<file path="src/rtl/mem_stage.sv">
// Memory-access pipeline stage: registers the execute bus, waits for the data SRAM
// response of issued loads/stores, extends load data and hands results to write-back.
module mem_stage (
    input  logic        clk,
    input  logic        reset,
    input  logic        es_to_ms_valid,
    input  logic [79:0] es_to_ms_bus,
    output logic        ms_allowin,
    input  logic        ws_allowin,
    output logic        ms_to_ws_valid,
    output logic [72:0] ms_to_ws_bus,
    input  logic        data_sram_data_ok,
    input  logic [31:0] data_sram_rdata,
    input  logic        wb_flush,
    output logic        mem_ex,
    output logic        mem_ertn,
    output logic        mem_refetch,
    output logic        out_ms_valid,
    output logic [4:0]  ms_dest,
    output logic        ms_load_pending
);

    logic        ms_valid_reg;
    logic [79:0] bus_reg;
    logic [31:0] data_buf_reg;
    logic        data_buf_valid_reg;
    logic [1:0]  discard_cnt_reg;

    logic        ms_valid_next;
    logic        data_buf_valid_next;
    logic [1:0]  discard_cnt_next;

    // Bus field decode
    logic        ex, ertn, refetch, mem_req, gr_we;
    logic [4:0]  ld_op, dest;
    logic [31:0] result, pc;
    logic        is_load;
    logic [1:0]  off;

    assign ex      = bus_reg[79];
    assign ertn    = bus_reg[78];
    assign refetch = bus_reg[77];
    assign mem_req = bus_reg[76];
    assign ld_op   = bus_reg[74:70];
    assign gr_we   = bus_reg[69];
    assign dest    = bus_reg[68:64];
    assign result  = bus_reg[63:32];
    assign pc      = bus_reg[31:0];
    assign is_load = |ld_op;
    assign off     = result[1:0];

    // A response only belongs to the current instruction once all stale ones are drained.
    logic resp_live;
    logic ms_ready_go;
    logic advance;
    logic capture;
    logic outstanding;
    logic cnt_inc, cnt_dec;

    assign resp_live      = data_sram_data_ok & (discard_cnt_reg == 2'd0);
    assign ms_ready_go    = ~mem_req | data_buf_valid_reg | resp_live;
    assign ms_allowin     = ~ms_valid_reg | (ms_ready_go & ws_allowin);
    assign ms_to_ws_valid = ms_valid_reg & ms_ready_go;
    assign advance        = ms_to_ws_valid & ws_allowin;
    assign capture        = resp_live & ms_valid_reg & mem_req & ~data_buf_valid_reg & ~advance;
    assign outstanding    = ms_valid_reg & mem_req & ~data_buf_valid_reg & ~resp_live;
    assign cnt_inc        = wb_flush & outstanding;
    assign cnt_dec        = data_sram_data_ok & (discard_cnt_reg != 2'd0);

    always_comb begin
        ms_valid_next = ms_valid_reg;
        if (wb_flush)
            ms_valid_next = 1'b0;
        else if (ms_allowin)
            ms_valid_next = es_to_ms_valid;
    end

    always_comb begin
        data_buf_valid_next = data_buf_valid_reg;
        if (wb_flush || advance)
            data_buf_valid_next = 1'b0;
        else if (capture)
            data_buf_valid_next = 1'b1;
    end

    always_comb begin
        discard_cnt_next = discard_cnt_reg;
        if (cnt_inc && !cnt_dec && discard_cnt_reg != 2'd3)
            discard_cnt_next = discard_cnt_reg + 2'd1;
        else if (cnt_dec && !cnt_inc)
            discard_cnt_next = discard_cnt_reg - 2'd1;
    end

    always_ff @(posedge clk or posedge reset) begin
        if (reset) begin
            ms_valid_reg       <= 1'b0;
            bus_reg            <= '0;
            data_buf_reg       <= '0;
            data_buf_valid_reg <= 1'b0;
            discard_cnt_reg    <= 2'd0;
        end else begin
            ms_valid_reg       <= ms_valid_next;
            data_buf_valid_reg <= data_buf_valid_next;
            discard_cnt_reg    <= discard_cnt_next;
            if (es_to_ms_valid && ms_allowin)
                bus_reg <= es_to_ms_bus;
            if (capture)
                data_buf_reg <= data_sram_rdata;
        end
    end

    // Load data extraction
    logic [31:0] src_word;
    logic [7:0]  lane [4];
    logic [7:0]  ld_byte;
    logic [15:0] ld_half;
    logic [31:0] load_val;
    logic [31:0] final_result;

    assign src_word = data_buf_valid_reg ? data_buf_reg : data_sram_rdata;

    for (genvar gi = 0; gi < 4; gi++) begin : g_lane
        assign lane[gi] = src_word[8*gi +: 8];
    end

    assign ld_byte = lane[off];
    assign ld_half = off[1] ? src_word[31:16] : src_word[15:0];

    always_comb begin
        load_val = src_word;
        if (ld_op[4])
            load_val = {{24{ld_byte[7]}}, ld_byte};
        else if (ld_op[3])
            load_val = {24'd0, ld_byte};
        else if (ld_op[2])
            load_val = {{16{ld_half[15]}}, ld_half};
        else if (ld_op[1])
            load_val = {16'd0, ld_half};
    end

    // Exception carriers never touched memory, so they forward result untouched.
    assign final_result = (is_load && !ex) ? load_val : result;

    assign ms_to_ws_bus    = {ex, ertn, refetch, gr_we, dest, final_result, pc};
    assign mem_ex          = ex & ms_valid_reg;
    assign mem_ertn        = ertn & ms_valid_reg;
    assign mem_refetch     = refetch & ms_valid_reg;
    assign out_ms_valid    = ms_valid_reg;
    assign ms_dest         = (ms_valid_reg && gr_we) ? dest : 5'd0;
    assign ms_load_pending = ms_valid_reg & is_load & ~ms_ready_go;

endmodule

</file>
<file path="config.mk">
export PLATFORM = sky130hd
export DESIGN_NAME = mem_stage
export DESIGN_NICKNAME = d
export VERILOG_FILES = /design/src/rtl/mem_stage.sv
export SDC_FILE = /design/constraint.sdc
export NUM_CORES = 1
export LEC_CHECK = 0
export BUFFER_PORTS_ARGS = -buffer_cell sky130_fd_sc_hd__buf_4
export CORE_ASPECT_RATIO = 1.25
export CORE_MARGIN = 2
export CORE_UTILIZATION = 47
export CTS_CLUSTER_SIZE = 25
export DETAILED_ROUTE_END_ITERATION = 8
export HOLD_SLACK_MARGIN = 0.05
export PLACE_DENSITY = 0.78
export SLEW_MARGIN = 0
export SYNTH_ARGS = -nofsm -noshare
export SYNTH_HDL_FRONTEND = slang
export SYNTH_SLANG_ARGS = --single-unit
</file>
<file path="constraint.sdc">
create_clock -name clk -period 4 [get_ports clk]
set_clock_uncertainty 0.2 [all_clocks]
set_input_delay 0.8 -clock clk [delete_from_list [all_inputs] [get_ports clk]]
set_output_delay 0.8 -clock clk [all_outputs]
set_load 0.05 [all_outputs]
</file>
# After elaboration in Yosys (flattened, before gate mapping)

Cells that the tools add are included.

Output and inout bits: 85
Bits in registers: 116
Logic and storage cells: 70
Input port bits: 118

$add $sub $neg: 2
Reductions and logical operators: 16
Bitwise logic cells: 28
Multiplexer cells: 17
Equal/unequal tests: 1
Magnitude comparators: 1

Operators with widths:

| kind                                                                | count |
|---|---|
| 32-bit two-way mux                                                  | 6 |
| 1-bit AND                                                           | 18 |
| 8-bit binary-select mux with 2-bit select                           | 1 |
| 16-bit two-way mux                                                  | 1 |
| 8-bit two-way mux                                                   | 2 |
| 2-bit nonzero test                                                  | 4 |
| 1-bit logical AND                                                   | 6 |
| 1-bit inverter                                                      | 6 |
| 5-bit two-way mux                                                   | 1 |
| 5-bit OR reduction                                                  | 1 |
| 1-bit two-way mux                                                   | 4 |
| 2-bit two-way mux                                                   | 2 |
| 3-bit greater-or-equal comparator (second input constant)           | 1 |
| 1-bit logical NOT                                                   | 3 |
| 2-bit inverter with 3-bit output                                    | 1 |
| 1-bit OR                                                            | 3 |
| 2-bit by 1-bit adder with 2-bit output (second input constant)      | 1 |
| 2-bit logical NOT                                                   | 1 |
| 2-bit inequality test (second input constant)                       | 1 |
| 2-bit by 1-bit subtractor with 2-bit output (second input constant) | 1 |
| 1-bit logical OR                                                    | 1 |

# Longest topological paths before layout

Gate-level depths: netlist of the first run.

Depth in word-level cells: 9
Gate-level depth with buffers: 7
Mapped depth without buffers: 4

# Worst setup path before layout of the first run

OpenSTA, ideal clock, no wires.

Path kind: input to output
Start: in data_sram_rdata[31]
End: out ms_to_ws_bus[53]
Slack: 0.463 ns
Required time: 3.000 ns
Path buffers: 2
Stages: 6
Arrival: 2.537 ns
Path through: mux4_2 and3_1 clkbuf_1 clkbuf_1 nor3_1 a21oi_1

Word-level cells in the longest chain between the ends: 6
Elaborated cells between the ends (all ways): 9
Classes of those cells: mux: 9

RTL lines:

| element                                                                                | RTL line | RTL |
|---|---|---|
| start, declared                                                                        | 13       | `input logic [31:0] data_sram_rdata,` |
| 32-bit two-way mux *                                                                   | 120      | `assign src_word = data_buf_valid_reg ? data_buf_reg : data_sram_rdata;` |
| 8-bit binary-select mux with 2-bit select / 16-bit two-way mux (equally long branches) | 126, 127 |  |
| 8-bit two-way mux (not written as such) / 32-bit two-way mux (equally long branches)   | 126, 135 |  |
| 8-bit two-way mux (not written as such) / 32-bit two-way mux (equally long branches)   | 126, 133 |  |
| 32-bit two-way mux *                                                                   | 131      | `if (ld_op[4])` |
| 32-bit two-way mux *                                                                   | 142      | `assign final_result = (is_load && !ex) ? load_val : result;` |
| end, declared                                                                          | 11       | `output logic [72:0] ms_to_ws_bus,` |

Every way passes the cells marked *; elsewhere a longest branch is shown, timed or not. The select of a mux whose other input is x is not followed.

# Worst setup path in the final report of the first run

Start: reg bus_reg[32]
End: out ms_to_ws_bus[32]

Word-level cells in the longest chain between the ends: 7

RTL lines:

| element                                                | RTL line | RTL |
|---|---|---|
| start, declared                                        | 24       | `logic [79:0] bus_reg;` |
| start signal, assigned                                 | 106      | `bus_reg <= es_to_ms_bus;` |
| 2-bit inverter with 3-bit output (not written as such) | 126      | `assign ld_byte = lane[off];` |
| 8-bit binary-select mux with 2-bit select              | 126      |  |
| 8-bit two-way mux (not written as such) (2 in series)  | 126      |  |
| 32-bit two-way mux                                     | 133      | `else if (ld_op[3])` |
| 32-bit two-way mux                                     | 131      |  |
| 32-bit two-way mux *                                   | 142      |  |

Marks and branches as above.

==> flow_metrics.py, run 1 <==
metrics = {
    "worst_setup_path": {
        "reg2reg_to": "bus_reg[49]$_DFFE_PP0P_",
        "crit_type": "flop to output port",
        "r2r_start": "data_buf_valid_reg$_DFFE_PP0P_",
        "arrival_ns": 2.70,
        "critPathMaxFanout": 18,
        "startpoint": "bus_reg[32]$_DFFE_PP0P_",
        "r2r_setup_slack_ns": 1.34,
        "r2r_cells": 5,
        "cp.required_ns": 3.00,
        "crit_path_start_kind": "flop",
        "crit_end": "ms_to_ws_bus[32]",
        "endpoint_kind": "output port",
    },
    "sta": {
        "period_minus_slack_ns": 3.70,
        "fin_setup_tns_ns": 0,
        "setup_viol": 0,
        "hold_viol": 0,
        "fin_hold_ws_ns": 0.300,
        "fin_ws_ns": 0.295,
        "max_slew_margin_pct": 36.2,
        "fmax_mhz": 270,
        "finalCritPeriodShare_pct": 92.6,
        "drv_slew": 0,
        "rsz0062_at_grt": "no",
        "worstMarginPinSlew_ns": 0.956,
    },
    "final_layout": {
        "multiInputGateArea_um2": 2950,
        "regArea_um2": 2880,
        "syn_to_final_growth_pct": 31.4,
        "largest_register_ffs": 79,
        "nets": 822,
        "fin_util_pct": 63.0,
        "fillCellCount": 1063,
        "diodes": 0,
        "drive_gt1_share_pct": 52.0,
    },
    "routing": {
        "drc_errors": 0,
        "via_per_inst": 5.49,
        "detailroute.via_count": 4878,
        "postRouteWirelength_um": 17200,
        "drtIter0Drc": 193,
        "ant_nets": 0,
        "firstDrtPassIters": 4,
        "wl_per_cell_um": 19.4,
    },
    "grt": {
        "grt_util_all_layers_pct": 24.5,
        "grt_pass1_wl_um": 26800,
        "grt_max_degree": 61,
        "antenna_found_initial": 0,
        "grt_pass1_vias": 5168,
        "grt_overflow": 0,
    },
    "clock_tree": {
        "clkTransAtPathRegs_ns": 0.05,
        "cts_setup_buffers": 0,
        "cts_buffers": 17,
        "cts_tree": "done",
        "clk_latency_ns": 0.41,
        "root_buffer": "clkbuf_16",
        "htree_levels": 4,
        "clock-sinks": 115,
        "cts_hold_buf": 0,
        "clockBufferDepth": 2,
        "cts.repair.resized": 0,
    },
    "floorplanning": {
        "dieArea_um2": 14400,
        "ios": 203,
        "num_rows": 47,
        "fp.dieW_um": 108,
        "start_util_pct": 48.0,
        "core_um2": 13200,
        "die_h_um": 134,
    },
    "power_and_ir_drop": {
        "peakVddDrop_mv": 0.405,
        "p_leak_nw": 3.77,
        "p_per_area_nw_per_um2": 596,
    },
    "synthesis": {
        "synth_area_um2": 6320,
        "ys_seq_elements": 115,
        "ys_seq_area_share_pct": 45.5,
        "netlist.area_leader.share_pct": 45.5,
        "async_reset_ff_share_pct": 100,
        "ys.flop_type": "dfrtp_1",
        "syn-num-nets": 668,
        "yosysTopAreaCell": "dfrtp_1",
        "synth_commonest_cells": "115 x dfrtp_1, 102 x mux2_2, 49 x mux2i_1",
        "yosys-top-cells-area": "dfrtp_1 46%, mux2_2 18%, mux2i_1 7.8%",
        "synth.most_common_cell": "dfrtp_1",
        "synth_edf_count": 0,
        "yosysUniqueCellTypes": 41,
        "ys_warn_count": 0,
        "syn_area_per_cell_um2": 11.5,
        "synth_cells": 550,
    },
    "min_path": {
        "worstHoldPathType": "flop to flop",
    },
    "placement": {
        "numPortBuffers": 201,
        "dp_slack_ns": 0.611,
        "place_hpwl_um": 12600,
        "gp_congestion": 0.880,
    },
    "run": {
        "timing.max_cap.violations": 0,
    },
    "run_status": {
        "status": "finished, final reports clean",
    },
}
[where the power goes]
group | total, W | internal [W] | switching [W] | leakage (nW)
Combinational | 0.00182 | 0.000705 | 0.00111 | 2.11
Clock | 0.00153 | 0.00101 | 0.000518 | 0.287
Sequential | 0.00161 | 0.00142 | 0.000184 | 1.36
[worst max-delay path, cell delays in order, from the launching register on]
cell	delay (ns)
dfrtp_1	0.83
mux4_2	0.58
nor2b_1	0.15
a311oi_1	0.28
o21ai_0	0.22
buf_4	0.24
[through the flow]
stage | std cells | power (W) | area (um2)
floorplan | 550 | 0.00295 | 6320
CTS | 888 | 0.00498 | 8300
global placement | 856 | 0.00337 | 7710
detailed placement | 856 | 0.00343 | 7710
global route | 888 | 0.00515 | 8300
finish | 888 | 0.00495 | 8300
[how the worst min path moves through the flow]
stage,from,end,depth (start not counted)
floorplan,bus_reg[76]$_DFFE_PP0P_,bus_reg[76]$_DFFE_PP0P_,1
detailed placement,bus_reg[76]$_DFFE_PP0P_,bus_reg[76]$_DFFE_PP0P_,1
global placement,bus_reg[76]$_DFFE_PP0P_,bus_reg[76]$_DFFE_PP0P_,1
CTS,bus_reg[76]$_DFFE_PP0P_,bus_reg[76]$_DFFE_PP0P_,1
finish,bus_reg[76]$_DFFE_PP0P_,bus_reg[76]$_DFFE_PP0P_,1
global route,data_buf_reg[29]$_DFFE_PP0P_,data_buf_reg[29]$_DFFE_PP0P_,1
[cell usage in the layout (no fill, tap or decap), drive strengths merged, types with 2 or more instances in the layout]
master,n
mux4,8
o22ai,3
o21ai,16
o21bai,2
dfrtp,115
mux2,112
or2,2
mux2i,49
clkinvlp,3
a31oi,2
nor2,44
nor2b,8
nand2,16
nand2b,8
nor3,18
and3,6
and2,3
buf,215
clkbuf,23
bufinv,3
clkinv,4
a311oi,6
inv,2
a21oi,36
[final cells by class]
cell class                      count  share of cell area [%]
Tap cell                          171                    2.58
Inverter                            3                   0.181
Sequential cell                   115                    34.7
Timing Repair Buffer              215                    19.9
Multi-Input combinational cell    352                    35.5
Clock buffer                       23                    5.64
Clock inverter                      9                    1.55
[kinds of logic after synthesis]
family	Yosys count	synth area share, %
buffers and inverters	83	8.04
AO/OA/AOI/OAI	72	6.85
flip-flops	115	45.5
AND/OR/NAND/NOR	110	8.29
XOR/XNOR	1	0.139
multiplexers	169	31.2
[per-layer routing]
layer / part of all wire [%] / global-route usage (%)
met1: 36 / 27.4
met5: 0 / 0
met2: 55 / 43.4
met3: 6.7 / 6.85
met4: 2.9 / 10.1
Note: power is estimated with default switching activity, not from simulation.
==> run 2, diff against run 1 <==
--- a/config.mk
+++ b/config.mk
@@ -13,6 +13,7 @@
 export DETAILED_ROUTE_END_ITERATION = 8
 export HOLD_SLACK_MARGIN = 0.05
 export PLACE_DENSITY = 0.78
+export RECOVER_POWER = 50
 export SLEW_MARGIN = 0
 export SYNTH_ARGS = -nofsm -noshare
 export SYNTH_HDL_FRONTEND = slang
==> run 2 against run 1 <==
Net effect: the run now ends with capacitance limit, slew limit left; combinational power shrank 3%; sequential power about the same; wire length rose by 0.22%; via count rose by 0.23%; register-to-register slack about the same.
==> flow_metrics.py, run 2 (same netlist as run 1, synthesis figures left out) <==
metrics = {
    "grt": {
        "grt_pass1_wl_um": 26800,
        "grt_util_all_layers_pct": 24.5,
        "grt_max_degree": 61,
        "antenna_found_initial": 0,
        "grt_overflow": 0,
        "grt_pass1_vias": 5168,
    },
    "floorplanning": {
        "num_rows": 47,
        "ios": 203,
        "start_util_pct": 48.0,
        "die_h_um": 134,
        "fp.dieW_um": 108,
        "dieArea_um2": 14400,
        "core_um2": 13200,
    },
    "worst_setup_path": {
        "r2r_setup_slack_ns": 1.34,
        "crit_type": "flop to output port",
        "arrival_ns": 2.70,
        "critPathMaxFanout": 18,
        "endpoint_kind": "output port",
        "crit_path_start_kind": "flop",
        "cp.required_ns": 3.00,
        "reg2reg_to": "bus_reg[22]$_DFFE_PP0P_",
        "r2r_cells": 5,
        "r2r_start": "data_buf_valid_reg$_DFFE_PP0P_",
    },
    "run_status": {
        "violations": "capacitance limit, slew limit",
        "status": "complete, but fails checks",
    },
    "final_layout": {
        "nets": 822,
        "layout_commonest_cell": "buf_4",
        "drive_gt1_share_pct": 46.2,
        "largest_register_ffs": 79,
        "diodes": 0,
        "final_cell_mix": "169 x buf_4, 114 x dfrtp_1, 102 x mux2_2",
        "fillCellCount": 1112,
        "syn_to_final_growth_pct": 28.6,
        "stdcell_count": 888,
    },
    "sta": {
        "fin_setup_tns_ns": 0,
        "period_minus_slack_ns": 3.70,
        "finalCritPeriodShare_pct": 92.6,
        "fmax_mhz": 270,
        "max_slew_margin_pct": -27.3,
        "worstMarginPinSlew_ns": 1.90,
        "setup_viol": 0,
        "drv_slew": 45,
        "fin_hold_ws_ns": 0.301,
        "hold_viol": 0,
        "rsz0062_at_grt": "no",
    },
    "clock_tree": {
        "cts_tree": "done",
        "cts_setup_buffers": 0,
        "clockBufferDepth": 2,
        "clkTransAtPathRegs_ns": 0.05,
        "cts_hold_buf": 0,
        "htree_levels": 4,
        "clk_latency_ns": 0.41,
        "cts_buffers": 17,
        "clock-sinks": 115,
        "cts.repair.resized": 0,
        "root_buffer": "clkbuf_16",
    },
    "power_and_ir_drop": {
        "p_switching_w": 0.00181,
        "combPwrFrac_pct": 35.9,
        "peakVddDrop_mv": 0.392,
        "p_per_area_nw_per_um2": 601,
        "pwr-share-clk_pct": 31.3,
        "power_w": 0.00489,
        "p_sw_share_pct": 37.1,
        "seq_power_share_pct": 32.8,
        "p_int_w": 0.00308,
        "p_leak_nw": 3.61,
    },
    "placement": {
        "numPortBuffers": 201,
        "place_hpwl_um": 12600,
        "dp.cells": 856,
        "gp_congestion": 0.880,
    },
    "routing": {
        "wl_per_cell_um": 19.4,
        "postRouteWirelength_um": 17300,
        "drtIter0Drc": 201,
        "drc_errors": 0,
        "ant_nets": 0,
        "detailroute.via_count": 4889,
        "firstDrtPassIters": 5,
        "via_per_inst": 5.51,
    },
    "min_path": {
        "worstHoldPathType": "flop to flop",
        "holdPathStages": 1,
        "hp-start": "bus_reg[76]$_DFFE_PP0P_",
        "min_to": "bus_reg[76]$_DFFE_PP0P_",
    },
    "run": {
        "timing.max_cap.violations": 1,
    },
}
run 2: per-layer routing:
layer | vias to the layer above | routed length (um) | part of all wire (%) | track usage, %
li1 | 2221 | - | - | -
met2 | 233 | 9390 | 54 | 43.4
met5 | - | 0 | 0 | 0
met1 | 2394 | 6040 | 35 | 27.4
met4 | 0 | 568 | 3.3 | 10.1
met3 | 41 | 1260 | 7.3 | 6.85
run 2: worst max-delay path by stage:
stage          slack, ns               end               startpoint  cells past startpoint
2_1_floorplan       0.46  ms_to_ws_bus[53]      data_sram_rdata[31]                      6
3_3_place_gp        0.64  ms_to_ws_bus[48]      data_sram_rdata[15]                      6
6_report            0.30  ms_to_ws_bus[32]  bus_reg[32]$_DFFE_PP0P_                      5
5_1_grt             0.14  ms_to_ws_bus[32]  bus_reg[32]$_DFFE_PP0P_                      5
4_1_cts             0.27  ms_to_ws_bus[32]  bus_reg[32]$_DFFE_PP0P_                      5
3_5_place_dp        0.61  ms_to_ws_bus[55]      data_sram_rdata[15]                      6
run 2: final cells by class:
| class | instances | area [um2] | share of cell area [%] |
|---|---|---|---|
| multi-input combinational | 352 | 2950 | 36.3 |
| sequential | 115 | 2880 | 35.4 |
| timing repair buffer | 215 | 1480 | 18.2 |
| clock buffer | 23 | 468 | 5.76 |
| tap | 171 | 214 | 2.63 |
| clock inverter | 9 | 129 | 1.59 |
| inverter | 3 | 12.5 | 0.154 |
run 2: worst max-delay path: stages, from the launching register on:
cell	delay, ns
dfrtp_1	0.84
mux4_2	0.58
nor2b_1	0.15
a311oi_1	0.28
o21ai_0	0.22
buf_4	0.24
run 2: power groups by stage:
stage	combinational (W)	clock (W)	sequential [W]
5_1_grt	0.00185	0.00160	0.00164
3_3_place_gp	0.00178	0	0.00159
6_report	0.00176	0.00153	0.00160
3_5_place_dp	0.00181	0	0.00162
4_1_cts	0.00182	0.00155	0.00160
2_1_floorplan	0.00140	0	0.00155
run 2: through the flow:
step,util (%),setup WS [ns],instance area (um2)
final,61.7,0.297,8130
after global routing,61.7,0.141,8130
after CTS,63.0,0.270,8300
after detailed placement,58.5,0.611,7710
after global placement,58.5,0.635,7710
after floorplan,-,0.463,6320
